File: src/rtl/egress_port.sv
// egress_port: descriptor queue plus packet-buffer reader.
// Streams each frame's payload through a 2-entry flow-through FIFO.
module egress_port #(
    parameter int ADDR_W  = 10,
    parameter int DATA_W  = 32,
    parameter int LEN_W   = 10,
    parameter int Q_DEPTH = 8
) (
    input  logic                     clk,
    input  logic                     rst_n,
    input  logic                     write_req_i,
    input  logic [ADDR_W-1:0]        start_ptr_i,
    output logic                     rd_req_o,
    output logic [ADDR_W-1:0]        rd_addr_o,
    input  logic                     rd_gnt_i,
    input  logic [DATA_W-1:0]        rd_data_i,
    output logic [DATA_W-1:0]        tx_data_o,
    output logic                     tx_valid_o,
    output logic                     tx_last_o,
    input  logic                     tx_ready_i,
    output logic                     release_o,
    output logic [ADDR_W-1:0]        release_ptr_o,
    output logic                     overflow_o,
    output logic [$clog2(Q_DEPTH):0] q_count_o
);

    localparam int QW = $clog2(Q_DEPTH);
    localparam int CW = QW + 1;
    localparam logic [CW-1:0] QFULL = CW'(Q_DEPTH);

    typedef enum logic [2:0] {
        IDLE,
        HDR,
        HDR_WAIT,
        PAYLOAD,
        RELEASE
    } state_t;

    state_t r_state;
    state_t w_state_nxt;

    // descriptor queue
    logic [ADDR_W-1:0] r_q_mem [Q_DEPTH];
    logic [QW-1:0]     r_q_wr;
    logic [QW-1:0]     r_q_rd;
    logic [CW-1:0]     r_q_cnt;
    logic              r_overflow;
    logic              w_q_full;
    logic              w_q_empty;
    logic              w_enq;
    logic              w_deq;
    logic              w_drop;

    // frame read engine
    logic [ADDR_W-1:0] r_cur_ptr;
    logic [ADDR_W-1:0] r_rd_addr;
    logic [LEN_W-1:0]  r_rd_left;
    logic [LEN_W-1:0]  r_tx_left;
    logic              r_rd_pend;
    logic              w_rd_req;
    logic              w_rd_fire;
    logic              w_pay_fire;
    logic              w_release;
    logic [LEN_W-1:0]  w_hdr_len;

    // output FIFO
    logic [DATA_W-1:0] r_ob_mem [2];
    logic              r_ob_head;
    logic [1:0]        r_ob_cnt;
    logic [1:0]        w_occ;
    logic              w_ob_push;
    logic              w_ob_pop;
    logic              w_tx_valid;
    logic              w_tx_fire;
    logic              w_tx_last;
    logic [DATA_W-1:0] w_tx_data;

    // A dequeue in the same cycle frees a slot, so full+deq still accepts.
    assign w_q_full  = (r_q_cnt == QFULL);
    assign w_q_empty = (r_q_cnt == '0);
    assign w_enq     = write_req_i && (!w_q_full || w_deq);
    assign w_drop    = write_req_i && !w_enq;

    assign w_hdr_len  = rd_data_i[LEN_W-1:0];
    assign w_rd_fire  = w_rd_req && rd_gnt_i;
    assign w_pay_fire = w_rd_fire && (r_state == PAYLOAD);

    // Words still owed to the output path: buffered plus the one in flight.
    assign w_occ = r_ob_cnt + {1'b0, r_rd_pend};

    // Empty FIFO lets returning data straight through to the sink.
    assign w_tx_valid = (r_ob_cnt != 2'd0) || r_rd_pend;
    assign w_tx_data  = (r_ob_cnt != 2'd0) ? r_ob_mem[r_ob_head] : rd_data_i;
    assign w_tx_fire  = w_tx_valid && tx_ready_i;
    assign w_tx_last  = w_tx_valid && (r_tx_left == LEN_W'(1));
    assign w_ob_pop   = w_tx_fire && (r_ob_cnt != 2'd0);
    assign w_ob_push  = r_rd_pend && !((r_ob_cnt == 2'd0) && tx_ready_i);

    // Descriptor storage needs no reset; pointers define validity.
    always_ff @(posedge clk) begin
        if (w_enq) begin
            r_q_mem[r_q_wr] <= start_ptr_i;
        end
    end

    // Descriptor queue pointers, occupancy and overflow pulse.
    always_ff @(posedge clk or negedge rst_n) begin
        if (!rst_n) begin
            r_q_wr     <= '0;
            r_q_rd     <= '0;
            r_q_cnt    <= '0;
            r_overflow <= 1'b0;
        end else begin
            r_overflow <= w_drop;
            if (w_enq) begin
                r_q_wr <= r_q_wr + QW'(1);
            end
            if (w_deq) begin
                r_q_rd <= r_q_rd + QW'(1);
            end
            case ({w_enq, w_deq})
                2'b10:   r_q_cnt <= r_q_cnt + CW'(1);
                2'b01:   r_q_cnt <= r_q_cnt - CW'(1);
                default: r_q_cnt <= r_q_cnt;
            endcase
        end
    end

    // FSM state register.
    always_ff @(posedge clk or negedge rst_n) begin
        if (!rst_n) begin
            r_state <= IDLE;
        end else begin
            r_state <= w_state_nxt;
        end
    end

    // FSM next state, read request, dequeue and release strobes.
    always_comb begin
        w_state_nxt = r_state;
        w_rd_req    = 1'b0;
        w_deq       = 1'b0;
        w_release   = 1'b0;
        unique case (r_state)
            IDLE: begin
                if (!w_q_empty) begin
                    w_deq       = 1'b1;
                    w_state_nxt = HDR;
                end
            end
            HDR: begin
                w_rd_req = 1'b1;
                if (rd_gnt_i) begin
                    w_state_nxt = HDR_WAIT;
                end
            end
            HDR_WAIT: begin
                if (w_hdr_len == '0) begin
                    w_state_nxt = RELEASE;
                end else begin
                    w_state_nxt = PAYLOAD;
                end
            end
            PAYLOAD: begin
                w_rd_req = (r_rd_left != '0) && (w_occ < 2'd2);
                if (w_tx_fire && (r_tx_left == LEN_W'(1))) begin
                    w_state_nxt = RELEASE;
                end
            end
            RELEASE: begin
                w_release   = 1'b1;
                w_state_nxt = IDLE;
            end
            default: begin
                w_state_nxt = IDLE;
            end
        endcase
    end

    // Frame pointer, read address, read/tx countdowns, in-flight flag.
    always_ff @(posedge clk or negedge rst_n) begin
        if (!rst_n) begin
            r_cur_ptr <= '0;
            r_rd_addr <= '0;
            r_rd_left <= '0;
            r_tx_left <= '0;
            r_rd_pend <= 1'b0;
        end else begin
            r_rd_pend <= w_pay_fire;
            if (w_deq) begin
                r_cur_ptr <= r_q_mem[r_q_rd];
                r_rd_addr <= r_q_mem[r_q_rd];
            end
            if (r_state == HDR_WAIT) begin
                r_rd_left <= w_hdr_len;
                r_tx_left <= w_hdr_len;
                r_rd_addr <= r_cur_ptr + ADDR_W'(1);
            end else begin
                if (w_pay_fire) begin
                    r_rd_addr <= r_rd_addr + ADDR_W'(1);
                    r_rd_left <= r_rd_left - LEN_W'(1);
                end
                if (w_tx_fire) begin
                    r_tx_left <= r_tx_left - LEN_W'(1);
                end
            end
        end
    end

    // Output FIFO storage; the tail sits one past the head when occupied.
    always_ff @(posedge clk) begin
        if (w_ob_push) begin
            r_ob_mem[r_ob_head ^ r_ob_cnt[0]] <= rd_data_i;
        end
    end

    // Output FIFO head and occupancy.
    always_ff @(posedge clk or negedge rst_n) begin
        if (!rst_n) begin
            r_ob_head <= 1'b0;
            r_ob_cnt  <= 2'd0;
        end else begin
            if (w_ob_pop) begin
                r_ob_head <= ~r_ob_head;
            end
            case ({w_ob_push, w_ob_pop})
                2'b10:   r_ob_cnt <= r_ob_cnt + 2'd1;
                2'b01:   r_ob_cnt <= r_ob_cnt - 2'd1;
                default: r_ob_cnt <= r_ob_cnt;
            endcase
        end
    end

    // Data-bearing outputs read zero whenever their strobe is low.
    assign rd_req_o      = w_rd_req;
    assign rd_addr_o     = w_rd_req ? r_rd_addr : '0;
    assign tx_valid_o    = w_tx_valid;
    assign tx_data_o     = w_tx_valid ? w_tx_data : '0;
    assign tx_last_o     = w_tx_last;
    assign release_o     = w_release;
    assign release_ptr_o = w_release ? r_cur_ptr : '0;
    assign overflow_o    = r_overflow;
    assign q_count_o     = r_q_cnt;

endmodule

File: config.mk
export PLATFORM = sky130hd
export DESIGN_NAME = egress_port
export DESIGN_NICKNAME = d
export VERILOG_FILES = /design/src/rtl/egress_port.sv
export SDC_FILE = /design/constraint.sdc
export NUM_CORES = 1
export LEC_CHECK = 0
export BUFFER_PORTS_ARGS = -buffer_cell sky130_fd_sc_hd__buf_2
export CORE_MARGIN = 4
export CORE_UTILIZATION = 48
export CTS_BUF_LIST = sky130_fd_sc_hd__clkbuf_16
export DETAILED_ROUTE_END_ITERATION = 10
export PLACE_DENSITY = 0.67
export SETUP_SLACK_MARGIN = 0.15
export SYNTH_ARGS = -nofsm -noshare
export SYNTH_HDL_FRONTEND = slang
export SYNTH_SLANG_ARGS = --single-unit
File: constraint.sdc
create_clock -name clk -period 7 [get_ports clk]
set_clock_uncertainty 0.05 [all_clocks]
set_input_delay 0 -clock clk [delete_from_list [all_inputs] [get_ports clk]]
set_output_delay 0 -clock clk [all_outputs]
set_load 0.03 [all_outputs]
# Word level (Yosys, flattened, before mapping)
# Memory sizes are Yosys's and may differ from the RTL's.
# Cells that the tools add are included.
totals:
  memories: 2
  output_inout_bits: 61
  ff_bits: 58
  ramBits: 144
mem_list:
  columns: ["memory", "words", "width", "rd", "rd_clocked_by_memory_dff", "wr", "line_no", "rtl"]
  rows:
  - ["r_q_mem", 8, 10, 1, 0, 1, "43", "logic [ADDR_W-1:0] r_q_mem [Q_DEPTH];"]
  - ["r_ob_mem", 2, 32, 1, 0, 1, "67", "logic [DATA_W-1:0] r_ob_mem [2];"]
classes:
  addsub: 11
  n_mux: 26
  bitwise_logic: 2
  n_eq_ne: 13
  n_lt_le_gt_ge: 1
  reduce_logical: 28
op_table:
  columns: ["op", "count"]
  rows:
  - ["2-to-1 mux 10 bit", 9]
  - ["2-to-1 mux 32 bit", 2]
  - ["adder 10 x 1 -> 10 bit, second input constant", 2]
  - ["subtractor 10 x 1 -> 10 bit, second input constant", 2]
  - ["2-to-1 mux 3 bit", 4]
  - ["case mux 3 bit (4 select lines)", 1]
  - ["logical AND 1 bit", 11]
  - ["equality test 10 x 1 -> 1 bit, second input constant", 1]
  - ["logical NOT 10 bit", 1]
  - ["nonzero test 10 bit", 1]
  - ["nonzero test 2 bit", 5]
  - ["case mux 4 bit (2 select lines)", 1]
  - ["2-to-1 mux 1 bit", 7]
  - ["adder 3 x 1 -> 3 bit, second input constant", 2]
  - ["equality test 3 x 2 -> 1 bit, second input constant", 2]
  - ["adder 4 x 1 -> 4 bit, second input constant", 1]
  - ["equality test 2 x 1 -> 1 bit, second input constant", 2]
  - ["equality test 2 bit, second input constant", 2]
  - ["equality test 4 bit, second input constant", 1]
  - ["logical NOT 4 bit", 1]
  - ["!= test 2 bit, second input constant", 2]
  - ["case mux 2 bit (2 select lines)", 1]
  - ["subtractor 4 x 1 -> 4 bit, second input constant", 1]
  - ["equality test 3 x 1 -> 1 bit, second input constant", 1]
  - ["other kinds (15)", 18]

# Depth between registers and ports, before layout
# Gate-level depths: netlist (run 1).
logic_depth:
  ltp_word: 8
  mapped_depth: 11
  mapped_depth_nobuf: 10

# Least setup slack after synthesis (run 1)
# Ideal clock, no wire load.
synth_timing:
  path_kind: "reg-to-reg"
  startpoint: "register r_ob_cnt[0]"
  endpoint: "memory r_ob_mem[1][0], enable pin"
  synth_period_minus_slack_ns: 2.753
  required_ns: 6.529
  setup_ns: 0.421
  path_slack_ns: 4.247
  arrival_ns: 2.282
  path_stages_with_launch: 7
  path_buffers: 2
  path_cell_list: "dfrtp_1 -> buf_2 -> nor2_1 -> clkbuf_1 -> nand2_1 -> nand2_1 -> nor2_1"
synth_between:
  elab_chain_len: 6
  elab_cells_between_ends: 7
  classes_between: "mux (2); bitwise (1); reduce/logical (4)"
synth_rtl:
  columns: ["element", "line_no", "rtl"]
  rows:
  - ["start: declaration", "69", "logic [1:0] r_ob_cnt;"]
  - ["start signal: assignment", "227", "2'b10: r_ob_cnt <= r_ob_cnt + 2'd1;"]
  - ["start signal: assignment", "228", "2'b01: r_ob_cnt <= r_ob_cnt - 2'd1;"]
  - ["start signal: assignment", "229", "default: r_ob_cnt <= r_ob_cnt;"]
  - ["logical NOT 2 bit", "97", "assign w_ob_push = r_rd_pend && !((r_ob_cnt == 2'd0) && tx_ready_i);"]
  - ["logical AND 1 bit", "97", null]
  - ["logical NOT 1 bit", "97", null]
  - ["logical AND 1 bit", "97", null]
  - ["2-to-1 mux 1 bit", "212", "if (w_ob_push) begin"]
  - ["2-to-1 mux 1 bit (not written as such)", "213", "r_ob_mem[r_ob_head ^ r_ob_cnt[0]] <= rd_data_i;"]
  - ["end: declaration", "67", null]
# Several ways; a longest one is shown, not always the timed one.

# Final worst setup path (run 1)
layout_timing:
  startpoint: "register r_rd_pend"
  endpoint: "output rd_addr_o[9]"
layout_between:
  elab_chain_len: 5
layout_rtl:
  columns: ["element", "line_no", "rtl"]
  rows:
  - ["start: declaration", "59", "logic r_rd_pend;"]
  - ["start signal: assignment", "189", "r_rd_pend <= w_pay_fire;"]
  - ["adder 2 x 1 -> 2 bit", "89", "assign w_occ = r_ob_cnt + {1'b0, r_rd_pend};"]
  - ["less-than comparator 2 bit", "165", "w_rd_req = (r_rd_left != '0) && (w_occ < 2'd2);"]
  - ["logical AND 1 bit", "165", null]
  - ["case mux 1 bit (2 select lines)", "144", "unique case (r_state)"]
  - ["2-to-1 mux 10 bit", "236", "assign rd_addr_o = w_rd_req ? r_rd_addr : '0;"]
  - ["end: declaration", "14", "output logic [ADDR_W-1:0] rd_addr_o,"]
# Every way passes these cells.

==> out/qor.txt, run 1 <==
Status = complete, no violations
Fmax = 308 MHz
Max-Cap Viols = 0
Antenna violations before repair = 0
CP peak stage delay = 1190 ps
Crit path capture type = output pin
DP Wirelength = 12900 um
Worst vdd ir = 0.239 mV
CTS sink cnt = 202
Drt drc = 0
Syn nets = 731
Worst-margin pin slew = 1290 ps
Worst flop-to-flop path startpoint = r_rd_pend$_DFF_PN0_
Syn avg cell area = 13.5 um^2
Crit start category = register
Sw frac = 38.9%
GPL Wtd Cong = 0.796
Seq pwr share = 39.7%
Initial core utilization = 48.7%
Yosys reg bits = 202
Sum Neg Setup Slack = 0 ps
Worst setup path category = reg -> out
CP Max Fanout = 38
GRT overflow = 0
Nets = 878
Clk network pwr share = 22.9%
CTS tree = built
Setup Viol. Count Final = 0
First-pass GRT wire length = 32700 um
Layout cells sized above 1 = 21.9%
Worst Reg-to-Reg Cells = 5
Final Hold Violating Endpoints = 0
First-pass iteration count of the detailed router = 4
Vias in the first global route = 6257
Area of the mapped netlist = 0.00908 mm^2
Clock-pin transition on the worst setup and hold timing paths = 60 ps
Worst path top cell family by delay = flip-flops
Vias/cell = 5.59
Synth warnings = 0
Period minus WS final = 3240 ps
Ys flop type = edfxtp_1
Async SR Flop Fraction = 28.7%
CTS max path bufs = 3
Cell-internal power = 2.99 mW
Switching Power = 1.90 mW
Non-filler cells in the finished layout = 1070
CP required = 6950 ps
Starting DRT DRC Count = 362
Power, Total = 4.89 mW
WP depth = 5
CTS buffer count = 22
Row cnt = 50
RSZ-0062 raised after global routing = false
Die width = 146 um
Combinational Power Share = 37.5%
Post-synthesis instance total = 673
Clock latency on the worst-skew pair = 500 ps
Sequential area share after synthesis = 63.6%
Buf/Inv on CP = 1
Core area = 0.0186 mm^2
IO Count = 108
Core Util, Final = 58.9%
Total track usage = 18.8%
Worst hold path class = in -> async
Worst Path Arrival = 3190 ps
Worst slew margin = 13.7%
Pins Over Slew Limit = 0
CP Capture Point = rd_addr_o[9]
Sequence of cells on the critical path = a21bo_2, o311ai_4, a21oi_1, and2_1, buf_2
Die area = 0.0212 mm^2
DR WL/cell = 18.6 um
RR Endpoint = r_rd_addr[9]$_DFFE_PN0P_
Critical-path top delay cell = dfrtp_1
Root Buffer = clkbuf_16
Cts repair resizes = 0
Layout area overhead = 21.0%
Unique masters post-synth = 60
Max H-tree Level = 1
Vias = 5981
CP Launch Point = r_rd_pend$_DFF_PN0_
EDFF count, synth = 144
Placed Cells = 984
Detail Route Antenna Nets = 0
Pleak = 4.16 nW
Post-CTS setup buffer count = 0
I/O Buffers = 107
Total wire length = 19800 um
Hold_buf cts = 46
PD cells = 445 mW/mm^2
Largest net degree at the start of global routing = 67
DIE HEIGHT = 146 um
Period utilization = 46.3%
Diodes inserted = 0
R2r setup slk = 3860 ps
[state kept, by name (all words and copies together), names as in the netlist, 2 cells and up]
name and count:
r_rd_addr 10, r_state 3, r_tx_left 10, r_ob_cnt 2, r_cur_ptr 10, r_rd_left 10, r_q_rd 3, r_q_wr 3
q_count_o 4, r_q_mem 80, r_ob_mem 64
[layer usage]
layer,global-route usage [%],vias up,wire length [um]
met5,0,-,0
met4,5.37,0,406
met3,4.30,35,1310
met2,33.2,189,10000
met1,23.4,2919,8130
li1,-,2838,-
[tightest hold or removal path, delay by kind of cell]
kind | cells | cell delay, ps
buffers and inverters | 3 | 1190
[Yosys cell counts (8+ instances only)]
cell	n	area [um^2]
o21ai_0	45	225
nor3_1	10	50.1
nand3_1	42	210
ha_1	10	125
dfrtp_1	58	1450
a211oi_1	10	75.1
a21oi_1	10	50.1
o22ai_1	10	62.6
nor2_1	47	176
o22a_1	8	70.1
clkbuf_1	20	75.1
nor2b_1	10	62.6
xor2_1	17	149
mux4_2	20	450
inv_1	10	37.5
edfxtp_1	144	4320
and2_1	20	125
nand2_1	34	128
xnor2_1	19	166
mux2i_1	35	350
[area by class of cell]
class                      instances  area [um^2]
fill                            1475         7650
sequential                       202         5780
tap                              234          293
multi-input combinational        424         3130
timing repair buffer             159         1040
inverter                          11         41.3
clock inverter                    17          133
clock buffer                      23          576
[worst min path at each step]
stage,from,end,slack (ps),cells past startpoint
final,rst_n,r_cur_ptr[6]$_DFFE_PN0P_,150,3
after global routing,rd_data_i[29],r_ob_mem[0][29]$_DFFE_PP_,190,2
after CTS,rd_data_i[14],r_ob_mem[0][14]$_DFFE_PP_,170,2
after detailed placement,rd_data_i[26],r_ob_mem[0][26]$_DFFE_PP_,160,1
after global placement,rd_data_i[26],r_ob_mem[0][26]$_DFFE_PP_,150,1
after floorplan,rst_n,overflow_o$_DFF_PN0_,-350,0
[power by group through the flow]
stage               combinational (mW)  sequential [mW]  clock [mW]
floorplan                         1.48             1.79           0
global placement                  1.77             1.94           0
detailed placement                1.82             1.96           0
CTS                               1.85             1.94        1.15
global route                      2.01             1.99        1.20
finish                            1.83             1.94        1.12
[placed cells by master (no fill, tap or decap), types with 4 or more instances in the layout]
cell           Yosys  final
nand2_1           34     34
dlygate4sd3_1      0     46
xnor2_1           19     19
nor2_1            47     45
xor2_1            17     17
nor3_1            10      6
nand2b_1           6      6
o21ai_0           45     44
mux4_2            20     20
and4_1             4      4
a21oi_1           10     10
a21o_1             4      4
and2_1            20     20
buf_4              1      6
o211ai_1           5      5
nor4_1             6      5
clkbuf_16          0     23
nand3b_1           4      4
nand4_1            4      4
mux2i_1           35     35
ha_1              10     10
or3_1              5      5
inv_1             10     15
o22a_1             8      8
dfrtp_1           58     57
o22ai_1           10     10
a211oi_1          10     10
nor2b_1           10     10
o21ai_1            3      4
edfxtp_1         144    144
nand3_1           42     42
buf_2              6    107
nor3_2             0      4
clkinv_1           0      4
[cells by family (layout without fill, tap and decap cells)]
group	count (synthesis)	count (layout)	synth area share, %
muxes	56	56	8.94
and+or+nand+nor	208	208	11.9
DFF	202	202	63.6
buffers and inverters	47	210	2.36
adders and majority gates	11	11	1.60
xor gates and xnor gates	36	36	3.47
AOI/OAI and AO/OA	113	113	8.14
[metrics by stage]
| stage | setup WS [ps] | area, um^2 | hold slack [ps] |
|---|---|---|---|
| after floorplan | 4250 | 9080 | -346 |
| after global placement | 3950 | 9820 | 154 |
| after detailed placement | 3870 | 9820 | 158 |
| after CTS | 3690 | 11000 | 167 |
| after global routing | 3490 | 11000 | 191 |
| final | 3760 | 11000 | 153 |
Note: power is estimated with default switching activity, not from simulation.
==> run 2: changes to the inputs <==
--- a/config.mk
+++ b/config.mk
@@ -10,7 +10,7 @@
 export CORE_UTILIZATION = 48
 export CTS_BUF_LIST = sky130_fd_sc_hd__clkbuf_16
 export DETAILED_ROUTE_END_ITERATION = 10
-export PLACE_DENSITY = 0.67
+export PLACE_DENSITY = 0.69
 export SETUP_SLACK_MARGIN = 0.15
 export SYNTH_ARGS = -nofsm -noshare
 export SYNTH_HDL_FRONTEND = slang
==> constraint.sdc (replaced) <==
create_clock -name clk -period 2.83 [get_ports clk]
set_clock_uncertainty 0.05 [all_clocks]
set_input_delay 0 -clock clk [delete_from_list [all_inputs] [get_ports clk]]
set_output_delay 0 -clock clk [all_outputs]
set_load 0.03 [all_outputs]
==> run 2 against run 1 <==
  * The run now ends with hold timing left
  * Sequential power increased by 140%
  * Combinational power rose to 2.8 times the previous value
  * Final area up 2.6%
  * Hold slack got worse by 150 ps
  * Via count up 1.1%
  * Non-clock buffer count up 26
  * Routed wire length increased by 1.2%
  * Total power rose to 2.6 times the previous value
  * Global-route usage is 0.36 points lower
==> out/qor.txt, run 2 (synthesis gave the netlist of run 1 again) <==
Total wire length = 20100 um (+1.2%)
CTS max path bufs = 3 (unchanged)
IO Count = 108 (unchanged)
CP Max Fanout = 5 (-87%)
Clock latency on the worst-skew pair = 490 ps (about the same)
Drt drc = 0 (unchanged)
Crit path capture type = register
Final Hold Violating Endpoints = 4 (+4)
Commonest non-fill, non-tap cells in the layout = edfxtp_1 (144), buf_2 (106), dfrtp_1 (55)
Worst hold path class = in -> async
RSZ-0062 raised after global routing = true
Die width = 146 um (unchanged)
Worst Path Arrival = 3000 ps (-190 ps)
Worst setup path category = reg -> reg
Vias = 6044 (+1.1%)
Seq pwr share = 36.4% (-3.3 points)
Period minus WS final = 2640 ps
CP required = 3190 ps (-3760 ps)
Fillers = 1445 (-2.0%)
Clock-pin transition on the worst setup and hold timing paths = 60 ps (about the same)
Layout cells sized above 1 = 25.2% (+3.3 points)
Fmax = 379 MHz
Period utilization = 93.2%
Nets = 905 (+3.1%)
Crit start category = register
Pins Over Slew Limit = 0 (unchanged)
DR WL/cell = 18.3 um (-1.2%)
Diodes inserted = 0 (unchanged)
GPL Wtd Cong = 0.848 (+6.5%)
First-pass GRT wire length = 32200 um (-1.7%)
Antenna violations before repair = 0 (unchanged)
Violated checks = hold timing
Total track usage = 18.5% (-0.36 points)
Sw frac = 38.3% (-0.68 points)
Largest net degree at the start of global routing = 65 (-3.0%)
Worst slew margin = 46.2% (+33 points)
DP Wirelength = 13100 um (+1.2%)
DIE HEIGHT = 146 um (unchanged)
I/O Buffers = 107 (unchanged)
CTS sink cnt = 202 (unchanged)
Buf/Inv on CP = 1 (unchanged)
Vias/cell = 5.51 (-1.3%)
Sum Neg Setup Slack = 0 ps (unchanged)
Multi-input logic area = 0.00316 mm^2 (+0.84%)
Max-Cap Viols = 0 (unchanged)
CTS tree = built
Max reg flops = 80 (unchanged)
Most common cell after layout, fill and taps aside = edfxtp_1
CTS buffer count = 22 (unchanged)
Top cell by count, worst path = a21o_1
Starting DRT DRC Count = 374 (+3.3%)
Cell-internal power = 7.72 mW (+160%)
First-pass iteration count of the detailed router = 5 (+1)
Critical-path top delay cell = dfrtp_2
Max H-tree Level = 1 (unchanged)
Clk network pwr share = 22.7% (-0.2 points)
Biggest register = r_q_mem
Worst-margin pin slew = 806 ps (-483 ps)
Initial core utilization = 48.7% (unchanged)
GRT overflow = 0 (unchanged)
Row cnt = 50 (unchanged)
Worst vdd ir = 0.499 mV (+110%)
Core area = 0.0186 mm^2 (unchanged)
Switching Power = 4.79 mW (+150%)
Root Buffer = clkbuf_16
Vias in the first global route = 6092 (-2.6%)
Layout area overhead = 24.1%
Hold slack = -1.51 ps (-154 ps)
Setup Viol. Count Final = 0 (unchanged)
Area of all sequential standard cells = 0.00578 mm^2 (about the same)
Die area = 0.0212 mm^2 (unchanged)
PD cells = 1110 mW/mm^2 (+150%)
Detail Route Antenna Nets = 0 (unchanged)
Worst path top cell family by delay = simple AND/OR/NAND/NOR gates
Pleak = 4.31 nW (+3.5%)
CP peak stage delay = 430 ps (-760 ps)
Sequence of cells on the critical path = or3_4, o21a_1, nand2b_1, inv_2, ha_4, a21o_1, a21o_1, or4_1, a21o_1, o211ai_1
Combinational Power Share = 40.9% (+3.4 points)
Status = finished, violations left
[run 2: worst paths after layout]
| kind | startpoint | end | slack, ps | cells after the start |
|---|---|---|---|---|
| min | rst_n | r_cur_ptr[1]$_DFFE_PN0P_ | -2 | 2 |
| max | q_count_o[1]$_DFFE_PN0P_ | q_count_o[3]$_DFFE_PN0P_ | 190 | 10 |
| min in group clk | rd_data_i[26] | r_ob_mem[0][26]$_DFFE_PP_ | 210 | 2 |
| max in group asynchronous | rst_n | q_count_o[0]$_DFFE_PN0P_ | 1810 | 3 |
| min reg2reg | r_rd_left[7]$_DFFE_PN0P_ | r_rd_left[7]$_DFFE_PN0P_ | 450 | 1 |
| max reg2reg | q_count_o[1]$_DFFE_PN0P_ | q_count_o[3]$_DFFE_PN0P_ | 190 | 10 |
[run 2: power by group through the flow]
stage	Sequential, mW	Combinational [mW]	Clock [mW]
2_1_floorplan	4.42	3.66	0
3_3_place_gp	4.56	4.74	0
3_5_place_dp	4.60	4.87	0
4_1_cts	4.55	4.96	2.91
5_1_grt	4.65	5.57	3.05
6_report	4.56	5.11	2.84
[run 2: layer usage]
metal | up-vias | GRT usage, % | wire (um)
met5 | - | 0 | 0
met1 | 2965 | 23.5 | 8430
met4 | 0 | 4.65 | 418
met3 | 34 | 3.24 | 925
met2 | 153 | 33.0 | 10300
li1 | 2892 | - | -
[run 2: stage by stage]
| stage | total power, mW | utilization, % | setup slack (ps) | std cells | cell area (um^2) |
|---|---|---|---|---|---|
| finish | 12.5 | 60.5 | 192 | 1096 | 11300 |
| global route | 13.3 | 60.5 | 115 | 1096 | 11300 |
| CTS | 12.4 | 59.9 | 169 | 1089 | 11200 |
| detailed placement | 9.47 | 53.4 | 117 | 1003 | 9960 |
| global placement | 9.30 | 53.4 | 227 | 1003 | 9960 |
| floorplan | 8.08 | - | 151 | 673 | 9090 |
[run 2: repair_timing]
action	CTS	global route
setup buffers	1	6
hold buffers	46	0
resized for setup	1	9
pin swaps	0	4
cloned	0	1
hold endpoints to repair	196	0
setup endpoints to repair	11	19
[run 2: cell type report]
type / count / area share, %
Sequential cell: 202 / 51.3
Timing Repair Buffer: 185 / 11.3
Inverter: 11 / 0.366
Multi-Input combinational cell: 425 / 28.0
Tap cell: 234 / 2.60
Clock buffer: 23 / 5.10
Clock inverter: 16 / 1.36
==> run 3: changes to the inputs <==
--- a/config.mk
+++ b/config.mk
@@ -15,3 +15,4 @@
 export SYNTH_ARGS = -nofsm -noshare
 export SYNTH_HDL_FRONTEND = slang
 export SYNTH_SLANG_ARGS = --single-unit
+export TNS_END_PERCENT = 5
==> constraint.sdc (replaced) <==
create_clock -name clk -period 2.3 [get_ports clk]
set_clock_uncertainty 0.05 [all_clocks]
set_input_delay 0 -clock clk [delete_from_list [all_inputs] [get_ports clk]]
set_output_delay 0 -clock clk [all_outputs]
set_load 0.03 [all_outputs]
==> run 3 against run 2 <==
  * The flow finishes with violations (setup timing)
  * Die area stayed put
  * Sequential share of layout area shrank 1.1 points
  * Final area rose by 2.2%
  * Sequential cell count stayed put
  * Utilization increased by 1.3 points
==> out/qor.txt, run 3 (synthesis gave the netlist of run 1 again) <==
Status = finished, violations left
Violated checks = setup timing
Max-Cap Viols = 0 (unchanged)
Top cell by count, worst path = a21o_1
Die area = 0.0212 mm^2 (unchanged)
Largest net degree at the start of global routing = 65 (unchanged)
Crit path capture type = register
Vias = 6235 (+3.2%)
Layout cells sized above 1 = 29.5% (+4.4 points)
Placed Cells = 1025 (+2.2%)
Worst vdd ir = 0.658 mV (+32%)
Nets = 925 (+2.2%)
Crit start category = register
Sequence of cells on the critical path = or3_4, o21a_1, nand2b_1, inv_2, ha_4, a21o_1, a21o_1, or4_1, a21o_1, o211ai_1
PD cells = 1350 mW/mm^2 (+22%)
Setup Viol. Count Final = 12 (+12)
Most common cell after layout, fill and taps aside = edfxtp_1
Detail Route Antenna Nets = 0 (unchanged)
Fmax = 402 MHz (+6.0%)
Diodes inserted = 0 (unchanged)
DIE HEIGHT = 146 um (unchanged)
CP required = 2660 ps (-530 ps)
Worst setup path category = reg -> reg
Max H-tree Level = 1 (unchanged)
RSZ-0062 raised after global routing = true
Worst-margin pin slew = 775 ps (-31.4 ps)
Design area = 0.0115 mm^2 (+2.2%)
Starting DRT DRC Count = 353 (-5.6%)
Critical-path top delay cell = dfrtp_2
Worst Path Arrival = 2840 ps (-160 ps)
CTS buffer count = 21 (-4.5%)
Clock-pin transition on the worst setup and hold timing paths = 60 ps (about the same)
Layout area overhead = 26.8%
Biggest register = r_q_mem
Worst hold path class = in -> async
First-pass iteration count of the detailed router = 5 (unchanged)
GRT overflow = 0 (unchanged)
Multi-input logic area = 0.00328 mm^2 (+4.0%)
Vias in the first global route = 6361 (+4.4%)
Antenna violations before repair = 0 (unchanged)
Total track usage = 19.1% (+0.63 points)
Die width = 146 um (unchanged)
Total wire length = 20300 um (+1.0%)
IO Count = 108 (unchanged)
Period utilization = 108% (+15 points)
Area post-placement = 0.0102 mm^2 (+2.0%)
CTS max path bufs = 3 (unchanged)
CTS sink cnt = 202 (unchanged)
Row cnt = 50 (unchanged)
I/O Buffers = 107 (unchanged)
Clock latency on the worst-skew pair = 490 ps (about the same)
First-pass GRT wire length = 33400 um (+4.0%)
Drt drc = 0 (unchanged)
Commonest non-fill, non-tap cells in the layout = edfxtp_1 (144), buf_2 (97), dfrtp_1 (54)
Sum Neg Setup Slack = -1640 ps (-1640 ps)
Area of all sequential standard cells = 0.00578 mm^2 (about the same)
DP Wirelength = 13300 um (+1.5%)
Worst slew margin = 48.3% (+2.1 points)
Period minus WS final = 2490 ps (-149 ps)
CTS tree = built
Initial core utilization = 48.7% (unchanged)
Final Hold Violating Endpoints = 0 (-4)
CP Max Fanout = 2 (-3)
CP peak stage delay = 410 ps (-20 ps)
Fillers = 1364 (-5.6%)
Pins Over Slew Limit = 0 (unchanged)
Core area = 0.0186 mm^2 (unchanged)
Setup WS post-layout = -189 ps (-381 ps)
Pleak = 4.43 nW (+2.7%)
Root Buffer = clkbuf_16
Vias/cell = 5.60 (+1.5%)
Max reg flops = 80 (unchanged)
Non-filler cells in the finished layout = 1114 (+1.6%)
DR WL/cell = 18.2 um (-0.62%)
GPL Wtd Cong = 0.882 (+4.0%)
run 3: cell types whose count changed in the layout (fill, tap and decap cells not counted), moves of 3 or more:
cell,previous run,this run
clkinvlp_4,3,0
and2_4,0,10
nor2_1,45,42
buf_6,0,17
and2_1,20,10
buf_4,29,42
nor3_1,10,5
buf_2,106,97
bufinv_16,3,0
nor3_2,0,4
run 3: timing repair:
item	in CTS	in global routing
buffers inserted	6	0
resized for setup	53	19
hold buffers	46	0
pin swaps	23	9
endpoints found under the setup margin	79	100
hold endpoints to repair	230	0
gates cloned	1	0
run 3: area by class of cell:
class                           instances  area share [%]
Clock buffer                           21            4.56
Multi-Input combinational cell        425            28.5
Sequential cell                       202            50.2
Clock inverter                         15           0.576
Inverter                               11           0.358
Tap cell                              234            2.54
Timing Repair Buffer                  206            13.3
run 3: worst paths after layout:
path / from / endpoint / slack (ps) / cells past startpoint
min: rst_n / overflow_o$_DFF_PN0_ / 140 / 3
max reg2reg: q_count_o[1]$_DFFE_PN0P_ / q_count_o[3]$_DFFE_PN0P_ / -190 / 10
max in group asynchronous: rst_n / r_rd_left[4]$_DFFE_PN0P_ / 1480 / 3
min in group clk: rd_data_i[24] / r_ob_mem[0][24]$_DFFE_PP_ / 210 / 2
max: q_count_o[1]$_DFFE_PN0P_ / q_count_o[3]$_DFFE_PN0P_ / -190 / 10
min reg2reg: r_rd_left[7]$_DFFE_PN0P_ / r_rd_left[7]$_DFFE_PN0P_ / 510 / 1
run 3: metrics by stage:
stage | hold slack [ps] | worst slack, ps | utilization, % | power [mW]
detailed placement | 154 | -252 | 54.5 | 12.0
finish | 143 | -189 | 61.8 | 15.6
global placement | 148 | -123 | 54.5 | 11.7
floorplan | -346 | -320 | - | 9.96
CTS | 177 | -265 | 61.4 | 15.5
global route | 203 | -264 | 61.8 | 16.5
run 3: routing by layer:
layer	vias to the layer above	GRT usage [%]	part of all wire, %
li1	2934	-	-
met1	3084	23.5	40
met2	179	34.1	52
met3	38	3.58	5.3
met4	0	6.03	2.8
met5	-	0	0
run 3: worst max-delay path: cells and delay by family, from the launching register on:
| family | cells | cell delay (ps) |
|---|---|---|
| simple gates | 3 | 900 |
| compound gates | 5 | 780 |
| flops | 1 | 410 |
| fa+ha+maj | 1 | 200 |
| buf+inv | 1 | 70 |
run 3: report_power, final:
| group | internal (mW) | switching (mW) |
|---|---|---|
| clock network | 1.65 | 1.31 |
| registers | 4.83 | 0.724 |
| logic | 3.02 | 4.02 |
